<file path="config.mk">
export PLATFORM = sky130hd
export DESIGN_NAME = pipe_hazard_unit
export DESIGN_NICKNAME = d
export VERILOG_FILES = /design/src/rtl/pipe_hazard_unit.sv
export SDC_FILE = /design/constraint.sdc
export NUM_CORES = 1
export LEC_CHECK = 0
export BUFFER_PORTS_ARGS = -buffer_cell sky130_fd_sc_hd__buf_2
export CAP_MARGIN = 20
export CORE_MARGIN = 5
export CORE_UTILIZATION = 28
export CTS_CLUSTER_SIZE = 20
export DETAILED_ROUTE_END_ITERATION = 10
export HOLD_SLACK_MARGIN = 0.12
export PLACE_DENSITY_LB_ADDON = 0.3
export SETUP_SLACK_MARGIN = 0.5
export SYNTH_ARGS = -nofsm -noshare
export SYNTH_HDL_FRONTEND = slang
export SYNTH_SLANG_ARGS = --single-unit
</file>
<file path="constraint.sdc">
create_clock -name clk -period 4.5 [get_ports clk]
set_clock_uncertainty 0.15 [all_clocks]
set_input_delay 1.125 -clock clk [delete_from_list [all_inputs] [get_ports clk]]
set_output_delay 1.125 -clock clk [all_outputs]
set_load 0.01 [all_outputs]
</file>
<file path="src/rtl/pipe_hazard_unit.sv">
// rtl/pipe_hazard_unit.sv - load-use stall, branch flush, EX forwarding and WB bypass control
module pipe_hazard_unit #(
  parameter int REG_AW   = 5,
  parameter int NSTAGES  = 3,
  parameter int ZERO_REG = 31,
  parameter int LD_FWD   = 2,
  parameter int BR_STAGE = 1,
  parameter int CNT_W    = 32
) (
  input  logic                       clk,
  input  logic                       rst,
  input  logic                       id_valid,
  input  logic [REG_AW-1:0]          id_rn,
  input  logic [REG_AW-1:0]          id_rm,
  input  logic                       id_rn_used,
  input  logic                       id_rm_used,
  input  logic [REG_AW-1:0]          id_rd,
  input  logic                       id_regwrite,
  input  logic                       id_memread,
  input  logic                       br_taken,
  output logic                       pc_en,
  output logic                       ifid_en,
  output logic                       ifid_flush,
  output logic                       idex_bubble,
  output logic [$clog2(NSTAGES)-1:0] fwd_a,
  output logic [$clog2(NSTAGES)-1:0] fwd_b,
  output logic                       wb_byp_a,
  output logic                       wb_byp_b,
  output logic [CNT_W-1:0]           stall_cnt,
  output logic [CNT_W-1:0]           flush_cnt
);

  localparam int                FW = $clog2(NSTAGES);
  localparam logic [REG_AW-1:0] ZR = REG_AW'(ZERO_REG);

  // In-flight tracking, entry 0 = ID_EX. The oldest entry's memread is
  // never consulted (loads there are always forwardable), so it is not kept.
  logic [NSTAGES-1:0] v_q, v_d, rw_q, rw_d;
  logic [NSTAGES-2:0] mr_q, mr_d;
  logic [REG_AW-1:0]  rd_q [NSTAGES];
  logic [REG_AW-1:0]  rd_d [NSTAGES];
  logic [REG_AW-1:0]  ex_rn_q, ex_rn_d, ex_rm_q, ex_rm_d;
  logic               ex_rn_used_q, ex_rn_used_d, ex_rm_used_q, ex_rm_used_d;
  logic [CNT_W-1:0]   stall_cnt_q, stall_cnt_d, flush_cnt_q, flush_cnt_d;
  logic               load_use, flush, stall;

  function automatic logic producer(input logic v, input logic rw,
                                    input logic [REG_AW-1:0] rd,
                                    input logic [REG_AW-1:0] r);
    return v & rw & (rd == r) & (r != ZR);
  endfunction

  // Hazard detection and pipeline enables; a taken branch outranks a stall
  always_comb begin
    load_use = 1'b0;
    for (int k = 0; k < LD_FWD - 1; k++) begin
      load_use = load_use | (mr_q[k] &
                 ((id_rn_used & producer(v_q[k], rw_q[k], rd_q[k], id_rn)) |
                  (id_rm_used & producer(v_q[k], rw_q[k], rd_q[k], id_rm))));
    end
    load_use    = load_use & id_valid;
    flush       = br_taken & v_q[BR_STAGE];
    stall       = load_use & ~flush;
    pc_en       = ~stall;
    ifid_en     = ~stall;
    ifid_flush  = flush;
    idex_bubble = flush | load_use;
  end

  // EX forwarding: scan oldest to youngest so the youngest producer is left selected
  always_comb begin
    fwd_a = '0;
    fwd_b = '0;
    for (int k = NSTAGES - 1; k >= 1; k--) begin
      if (ex_rn_used_q & producer(v_q[k], rw_q[k], rd_q[k], ex_rn_q)) fwd_a = FW'(k);
      if (ex_rm_used_q & producer(v_q[k], rw_q[k], rd_q[k], ex_rm_q)) fwd_b = FW'(k);
    end
    wb_byp_a = id_rn_used & producer(v_q[NSTAGES-1], rw_q[NSTAGES-1], rd_q[NSTAGES-1], id_rn);
    wb_byp_b = id_rm_used & producer(v_q[NSTAGES-1], rw_q[NSTAGES-1], rd_q[NSTAGES-1], id_rm);
  end

  // Next state: shift tracking down one entry, kill wrong-path entries, bump counters
  always_comb begin
    v_d[0]  = id_valid & ~idex_bubble;
    rw_d[0] = id_regwrite;
    mr_d[0] = id_memread;
    rd_d[0] = id_rd;
    for (int k = 1; k < NSTAGES; k++) begin
      v_d[k]  = v_q[k-1] & ~(flush & (k <= BR_STAGE));
      rw_d[k] = rw_q[k-1];
      rd_d[k] = rd_q[k-1];
    end
    for (int k = 1; k < NSTAGES - 1; k++) begin
      mr_d[k] = mr_q[k-1];
    end
    ex_rn_d      = id_rn;
    ex_rm_d      = id_rm;
    ex_rn_used_d = id_rn_used & id_valid & ~idex_bubble;
    ex_rm_used_d = id_rm_used & id_valid & ~idex_bubble;
    stall_cnt_d  = stall_cnt_q;
    flush_cnt_d  = flush_cnt_q;
    if (stall && (stall_cnt_q != '1)) stall_cnt_d = stall_cnt_q + CNT_W'(1);
    if (flush && (flush_cnt_q != '1)) flush_cnt_d = flush_cnt_q + CNT_W'(1);
  end

  // State registers; reset empties the pipeline tracking at once
  always_ff @(posedge clk or negedge rst) begin
    if (!rst) begin
      v_q          <= '0;
      rw_q         <= '0;
      mr_q         <= '0;
      for (int k = 0; k < NSTAGES; k++) rd_q[k] <= '0;
      ex_rn_q      <= '0;
      ex_rm_q      <= '0;
      ex_rn_used_q <= 1'b0;
      ex_rm_used_q <= 1'b0;
      stall_cnt_q  <= '0;
      flush_cnt_q  <= '0;
    end else begin
      v_q          <= v_d;
      rw_q         <= rw_d;
      mr_q         <= mr_d;
      for (int k = 0; k < NSTAGES; k++) rd_q[k] <= rd_d[k];
      ex_rn_q      <= ex_rn_d;
      ex_rm_q      <= ex_rm_d;
      ex_rn_used_q <= ex_rn_used_d;
      ex_rm_used_q <= ex_rm_used_d;
      stall_cnt_q  <= stall_cnt_d;
      flush_cnt_q  <= flush_cnt_d;
    end
  end

  assign stall_cnt = stall_cnt_q;
  assign flush_cnt = flush_cnt_q;

endmodule

</file>
# After elaboration in Yosys (flattened, before gate mapping)
# Index checks and enable logic that the tools add are counted.
totals:
  regBits: 98
  in_bits: 23
  output_inout_bits: 74
  word_cells: 76
classes:
  add_sub_neg: 2
  n_eq_ne: 14
  mux: 4
  bitwise_logic: 42
  reduce_logical: 2
ops:
  columns: ["op", "n"]
  rows:
  - ["32-bit by 1-bit adder with 32-bit output, second input constant", 2]
  - ["32-bit != test, second input constant", 2]
  - ["5-bit == test", 8]
  - ["1-bit AND", 37]
  - ["5-bit != test, second input constant", 4]
  - ["2-bit 2-to-1 mux", 4]
  - ["1-bit inverter", 3]
  - ["1-bit logical AND", 2]
  - ["1-bit bitwise OR", 2]

# Longest topological paths before layout
# Gate-level depths: netlist (run 1).
depth:
  ltp_word: 10
  ltp_mapped: 8
  depth_no_buf: 7

# Worst setup path after synthesis (run 1)
# Ideal clock, no wire load.
synth_path:
  kind: "input to output"
  startpoint: "input id_rn[2]"
  endpoint: "output pc_en"
  arrival_ps: 2138
  required_ps: 3225
  path_slack_ps: 1087
  cell_stages: 6
  path_buffers: 1
  path_cell_list: "xor2_1 > nor4_1 > nand3_1 > nor2_1 > o21ai_0 > buf_4"
synth_via:
  elab_chain_len: 9
  word_cells_on_any_way: 10
  cone_classes: "eq/ne (2); bitwise (8)"
synth_rtl:
  columns: ["item", "line", "source"]
  rows:
  - ["start, declared", "13", "input logic [REG_AW-1:0] id_rn,"]
  - ["5-bit == test", "50", "return v & rw & (rd == r) & (r != ZR);"]
  - ["1-bit AND", "50", null]
  - ["1-bit AND (*)", "50", null]
  - ["1-bit AND (*)", "58", "((id_rn_used & producer(v_q[k], rw_q[k], rd_q[k], id_rn)) |"]
  - ["1-bit bitwise OR (*)", "58", null]
  - ["1-bit AND (*)", "57", "load_use = load_use | (mr_q[k] &"]
  - ["1-bit AND (*)", "61", "load_use = load_use & id_valid;"]
  - ["1-bit AND (*)", "63", "stall = load_use & ~flush;"]
  - ["1-bit inverter (*)", null, null]
  - ["end, declared", "21", "output logic pc_en,"]
# Mark *: on every way between the ends. The rest lies on a longest branch, timed or not.

# Worst setup path in the final report (run 1)
layout_path:
  startpoint: "input id_valid"
  endpoint: "output pc_en"
layout_via:
  elab_chain_len: 3
layout_rtl:
  columns: ["item", "line", "source"]
  rows:
  - ["start, declared", "12", "input logic id_valid,"]
  - ["1-bit AND", "61", null]
  - ["1-bit AND", "63", null]
  - ["1-bit inverter", "64", "pc_en = ~stall;"]
# Every way passes these cells.

==> results of run 1 <==
-- state kept, by name, summed over array words and instances, names as in the netlist --
signal	cells
flush_cnt	32
stall_cnt	32
rd_d	10
ex_rm_q	5
ex_rn_q	5
rd_q	5
rw_q	3
v_q	3
ex_rm_used_q	1
ex_rn_used_q	1
mr_q	1
-- cell usage in the layout (no fill, tap or decap), drive strengths merged --
cell type and instances:
nor2 29, mux2 2, nand2 38, nand4b 1, clkinvlp 2, nand2b 2, buf 100, o32ai 1
nor4b 3, a31oi 1, bufinv 1, and4 4, nand3 31, clkbuf 9, or4 3, nand4 34
xnor2 64, xor2 38, o32a 1, and2 4, nor4 15, o21ai 5, nor3 12, inv 9
ha 2, dfrtp 98, and3 5
-- critical path, cell delays in order --
cell	delay, ns
buf_2	0.11
nand4_1	0.17
nor4_1	0.30
nand3_1	0.16
nor2_1	0.15
o21ai_0	0.17
buf_2	0.20
-- through the flow --
stage,worst slack (ns),power (W)
2_1_floorplan,1.087,0.001057
3_3_place_gp,0.8590,0.001136
3_5_place_dp,0.8219,0.001143
4_1_cts,0.8128,0.001957
5_1_grt,0.6952,0.002006
6_report,0.8376,0.001927
-- layer usage --
metal  vias up  GRT usage (%)
met5         -              0
met4         0          4.490
met3        16          3.908
met2        91          19.75
met1      1688          16.07
li1       1620              -
-- worst min path at each step --
stage	endpoint	cells after the start	start
2_1_floorplan	rw_q[1]	0	rw_q[0]
3_3_place_gp	rw_q[2]	0	rw_q[1]
3_5_place_dp	rw_q[2]	0	rw_q[1]
4_1_cts	rw_q[2]	0	rw_q[1]
5_1_grt	rw_q[2]	0	rw_q[1]
6_report	rw_q[2]	0	rw_q[1]
-- cell families after synthesis --
logic type | count (synthesis) | synth area share [%]
and+or+nand+nor | 181 | 22.13
muxes | 2 | 0.4967
AOI/OAI and AO/OA | 8 | 1.104
xor gates and xnor gates | 102 | 19.70
adders and majority gates | 2 | 0.5518
buffers and inverters | 17 | 1.931
DFF | 98 | 54.08
-- where the power goes --
group          total (W)  switching (W)  internal (W)
logic           0.000155      0.0000835     0.0000718
registers       0.000966      0.0000476      0.000919
clock network   0.000805       0.000364      0.000441
-- final cells by class --
type / instances / share of cell area [%]
flip-flops and latches: 98 / 44.04
clock inverters: 7 / 1.483
well taps: 216 / 4.853
multi-input cells: 295 / 35.81
clock buffers: 9 / 4.044
repair buffers: 100 / 9.436
inverters: 5 / 0.3370
==> metrics, run 1 <==
Inserted Clock Buffers 9; area share of the largest cell type after synthesis 54.08%; Post-synth ARST share between 90% and 100%; PortBufs 96; routed wl met3 658 um; post-CTS resize count 0; Max-slew headroom a little over a third; CP Launch Type primary input; CP endpoint pc_en; antenna-violating nets left 0; Nets 534; R2R depth 6; sequential element share of the synthesized area 54.08%; Commonest cells post-synth dfrtp_1, xnor2_1, nand2_1, xor2_1, nand4_1; count of flip-flops with a built-in enable after synthesis 0; leakage 2.594 nW; Yosys Warn Count 0; largest net degree at the start of global routing 99; Vias/cell ~4.7; critical path class in2out; setup bufs post-CTS 0; GRT Total Usage 12.46%; top_reg_cell synth dfrtp_1; Detailed Route Iter0 Violations 149; fmax 0.2730 GHz; vias ~3400; area leader, netlist dfrtp_1; dpl cell area 0.005261 mm2; number of global-route vias before repair approximately 3600; final period utilization between 80% and 90%; Initial Util ~29%; RSZ-0062 raised after global routing no; dpl hpwl 8.263 mm; DR top layer met4; R2R Path End stall_cnt[1]; Detailed Route WL 11.25 mm; Min Clock Period, post-route 3.662 ns; Mapped Area 0.004534 mm2; # fillers 1658; post-route insts no fill 730; clk buf depth 2; initial antenna violation count 0; Final GP Congestion 0.8062; critical path endpoint category primary output; grt ovf 0; worst hold slack 0.2252 ns; Die H 137.3 um; design area between 0.005 and 0.006 mm2; first-pass GRT wire length between 15 and 20 mm; clk sinks between 90 and 100; worst r2r src rd_d[5]; Final Setup Violations 0; Worst VDD drop between 200 and 300 uV; final core occ between 30% and 40%; dpl cells 714; outcome complete, no violations; I/O pin total between 90 and 100; worst min-delay path class reg2reg; footprint of the multi-input gates 0.001994 mm2; WP data required roughly 3.2 ns; crit-path max FO 4; H-tree depth 3; CTS tree yes; power per cell area 345.9 mW/mm2; clk slew on worst S/H paths 0.07 ns; die width about 140 um; hold_buf cts 0; Root Buffer clkbuf_16; antenna diode count 0; post-route DRC violation count 0; Routed met2 length 5.260 mm; FF+latch area 0.002452 mm2; CP arrival approximately 2.4 ns; r2r setup slk ~1.9 ns; Worst-Margin Slew 0.9691 ns; site row count 46; Syn Area/Cell 11.06 um2; max capacitance violation total 0; Final Hold Fails 0; clk_lat worst skew 0.35 ns; share of layout cells above drive strength 1 24.51%; most numerous cell in the Yosys netlist dfrtp_1; Area Overhead vs Synth 22.82%; Final Max Slew Viols 0; Mapped Nets approximately 440; die footprint approximately 0.019 mm2; Mapped Cells 410; synth unique cells 30; Post-Route M1 WL between 5 and 6 mm; setup TNS 0 ns; Core Region approximately 0.016 mm2; Synth Register Bits 98; beginning of the critical path id_valid; most area-consuming cells after synthesis dfrtp_1, xnor2_1, xor2_1; DR pass1 iterations 4; routed len/inst 15.40 um
Note: power is estimated with default switching activity, not from simulation.
==> run 2: changes to the inputs <==
clock period = 3.2 ns   (was 4.5 ns; I/O delays follow)
==> run 2 against run 1 <==
- sequential cell count stayed put
- critical path type unchanged
- design area is 4.5% higher
- register-to-register slack worse by 1.3 ns
- die area stayed put
- highest routed layer unchanged
- non-clock buffer count is 13 higher
- sequential share of layout area is 1.8 points lower
- total power is 46% higher
- clock power is 52% higher
==> metrics, run 2 (synthesis gave the netlist of run 1 again) <==
outcome complete, no violations (unchanged); min-delay src rw_q[1] (unchanged); fmax 0.3528 GHz; most common cell after layout, fill and taps aside dfrtp_1 (unchanged); Final Max Slew Viols 0 (unchanged); Max-slew headroom 52.23% (was 35.31%); Core Region 0.01589 mm2 (unchanged); setup TNS 0 ns (unchanged); worst min-delay path class reg2reg (unchanged); Root Buffer clkbuf_16 (unchanged); Nets 547 (was 534); Final Hold Fails 0 (unchanged); CTS tree yes (unchanged); initial antenna violation count 0 (unchanged); clk sinks 98 (unchanged); share of layout cells above drive strength 1 30.17% (was 24.51%); worst r2r src rd_d[5] (unchanged); die width 137.3 um (unchanged); Final Setup Violations 0 (unchanged); leakage 2.704 nW (was 2.594 nW); Initial Util 28.54% (unchanged); post-route DRC violation count 0 (unchanged); number of global-route vias before repair 3592 (was 3610); WP buf/inv 2 (unchanged); Worst Hold Depth 0 (unchanged); Detailed Route WL 11.39 mm (was 11.25 mm); critical path endpoint category primary output (unchanged); I/O pin total 97 (unchanged); max incr delay on CP 0.27 ns (was 0.30 ns); most frequent CP cell nor2_2 (was buf_2); grt ovf 0 (unchanged); CP Launch Type primary input (unchanged); antenna-violating nets left 0 (unchanged); CP max-delay cell nor4_2 (was nor4_1); vias 3479 (was 3415); H-tree depth 3 (unchanged); antenna diode count 0 (unchanged); routed wl met3 440 um (was 658 um); Post-Route M1 WL 5.135 mm (was 5.088 mm); DR top layer met4 (unchanged); Inserted Clock Buffers 9 (unchanged); dpl hpwl 8.439 mm (was 8.263 mm); worst setup margin 0.3657 ns (was 0.8376 ns); DR pass1 iterations 4 (unchanged); Place WS 0.2070 ns (was 0.8219 ns); site row count 46 (unchanged); clk buf depth 2 (unchanged); beginning of the critical path id_rm[0] (was id_valid); Worst VDD drop 323.4 uV (was 294.4 uV); clk slew on worst S/H paths 0.07 ns (about the same); largest net degree at the start of global routing 58 (was 99); WP data required 2.25 ns (was 3.22 ns); Vias/cell 4.682 (was 4.678); CP arrival 1.88 ns (was 2.39 ns); Die H 137.3 um (unchanged); CP delay by family, top simple AND/OR/NAND/NOR gates (unchanged); routed len/inst 15.33 um (was 15.40 um); max capacitance violation total 0 (unchanged); CP Depth 8 (was 7); Routed met2 length 5.604 mm (was 5.260 mm); post-route insts no fill 743 (was 730); crit-path cells buf_6 -> xor2_2 -> nor4_2 -> nand3_1 -> nor2_2 -> nor2_2 -> nand2_1 -> buf_2 (was buf_2 -> nand4_1 -> nor4_1 -> nand3_1 -> nor2_1 -> o21ai_0 -> buf_2); GRT Total Usage 12.68% (was 12.46%); Worst-Margin Slew 0.7111 ns (was 0.9691 ns); first-pass GRT wire length 18.60 mm (was 18.40 mm); Detailed Route Iter0 Violations 181 (was 149); die footprint 0.01884 mm2 (unchanged); R2R depth 8 (was 6); most frequent cells in the layout dfrtp_1, buf_2, xnor2_1, nand2_1, xor2_1 (unchanged); crit-path max FO 4 (unchanged); Final GP Congestion 0.7984 (was 0.8062); PortBufs 96 (unchanged); RSZ-0062 raised after global routing yes (was no); dpl cells 718 (was 714); Area Overhead vs Synth 28.34% (was 22.82%); final period utilization 88.57%; critical path class in2out (unchanged); clk_lat worst skew 0.35 ns (about the same); power per cell area 484.6 mW/mm2 (was 345.9 mW/mm2); Min Clock Period, post-route around 2.8 ns
run 2: cell types whose count changed in the layout (fill, tap and decap cells not counted), moves of 4 or more:
| cell | previous run | this run |
|---|---|---|
| o21ai_0 | 5 | 0 |
| o21ai_1 | 0 | 4 |
| nor4_1 | 11 | 6 |
| dfrtp_2 | 0 | 5 |
| nor4_2 | 2 | 7 |
| dfrtp_1 | 98 | 93 |
| buf_4 | 4 | 18 |
| buf_2 | 95 | 89 |
run 2: area by class of cell:
class | count | area [um2]
Fill cell | 1611 | 10070
Sequential cell | 98 | 2459
Multi-Input combinational cell | 295 | 2073
Timing Repair Buffer | 113 | 664.4
Tap cell | 216 | 270.3
Clock buffer | 9 | 225.2
Clock inverter | 7 | 108.9
Inverter | 5 | 18.77
run 2: repair_timing:
item / in CTS / in global routing
hold buffers: 0 / 0
setup endpoints to repair: 6 / 25
pin swaps: 21 / 13
setup buffers: 8 / 1
resized for setup: 22 / 14
run 2: final timing paths:
path | endpoint | slack [ns]
setup / recovery | idex_bubble | 0.37
hold reg to reg | rw_q[2] | 0.23
max in group asynchronous | stall_cnt[30] | 1.88
min in group asynchronous | rd_d[2] | 0.28
hold / removal | rw_q[2] | 0.23
setup reg to reg | stall_cnt[11] | 0.65
run 2: metal layers:
layer / vias to the layer above / global-route usage, %
met5: - / 0
met4: 0 / 4.878
met3: 15 / 2.593
li1: 1652 / -
met2: 81 / 20.68
met1: 1731 / 16.59
run 2: metrics by stage:
stage	instance area (um2)	power (W)	util, %	hold slack (ns)
after global routing	5819	0.002946	36.63	0.2450
after global placement	5291	0.001601	33.31	0.2136
after CTS	5744	0.002854	36.16	0.2378
final	5819	0.002820	36.63	0.2326
after floorplan	4534	0.001486	-	0.2033
after detailed placement	5291	0.001612	33.31	0.2220
run 2: power by group:
part | total [W] | switching, W | internal (W)
clock network | 0.00122 | 0.000514 | 0.000704
logic | 0.000243 | 0.000127 | 0.000116
registers | 0.00136 | 0.0000668 | 0.00129
total | 0.00282 | 0.000708 | 0.00211
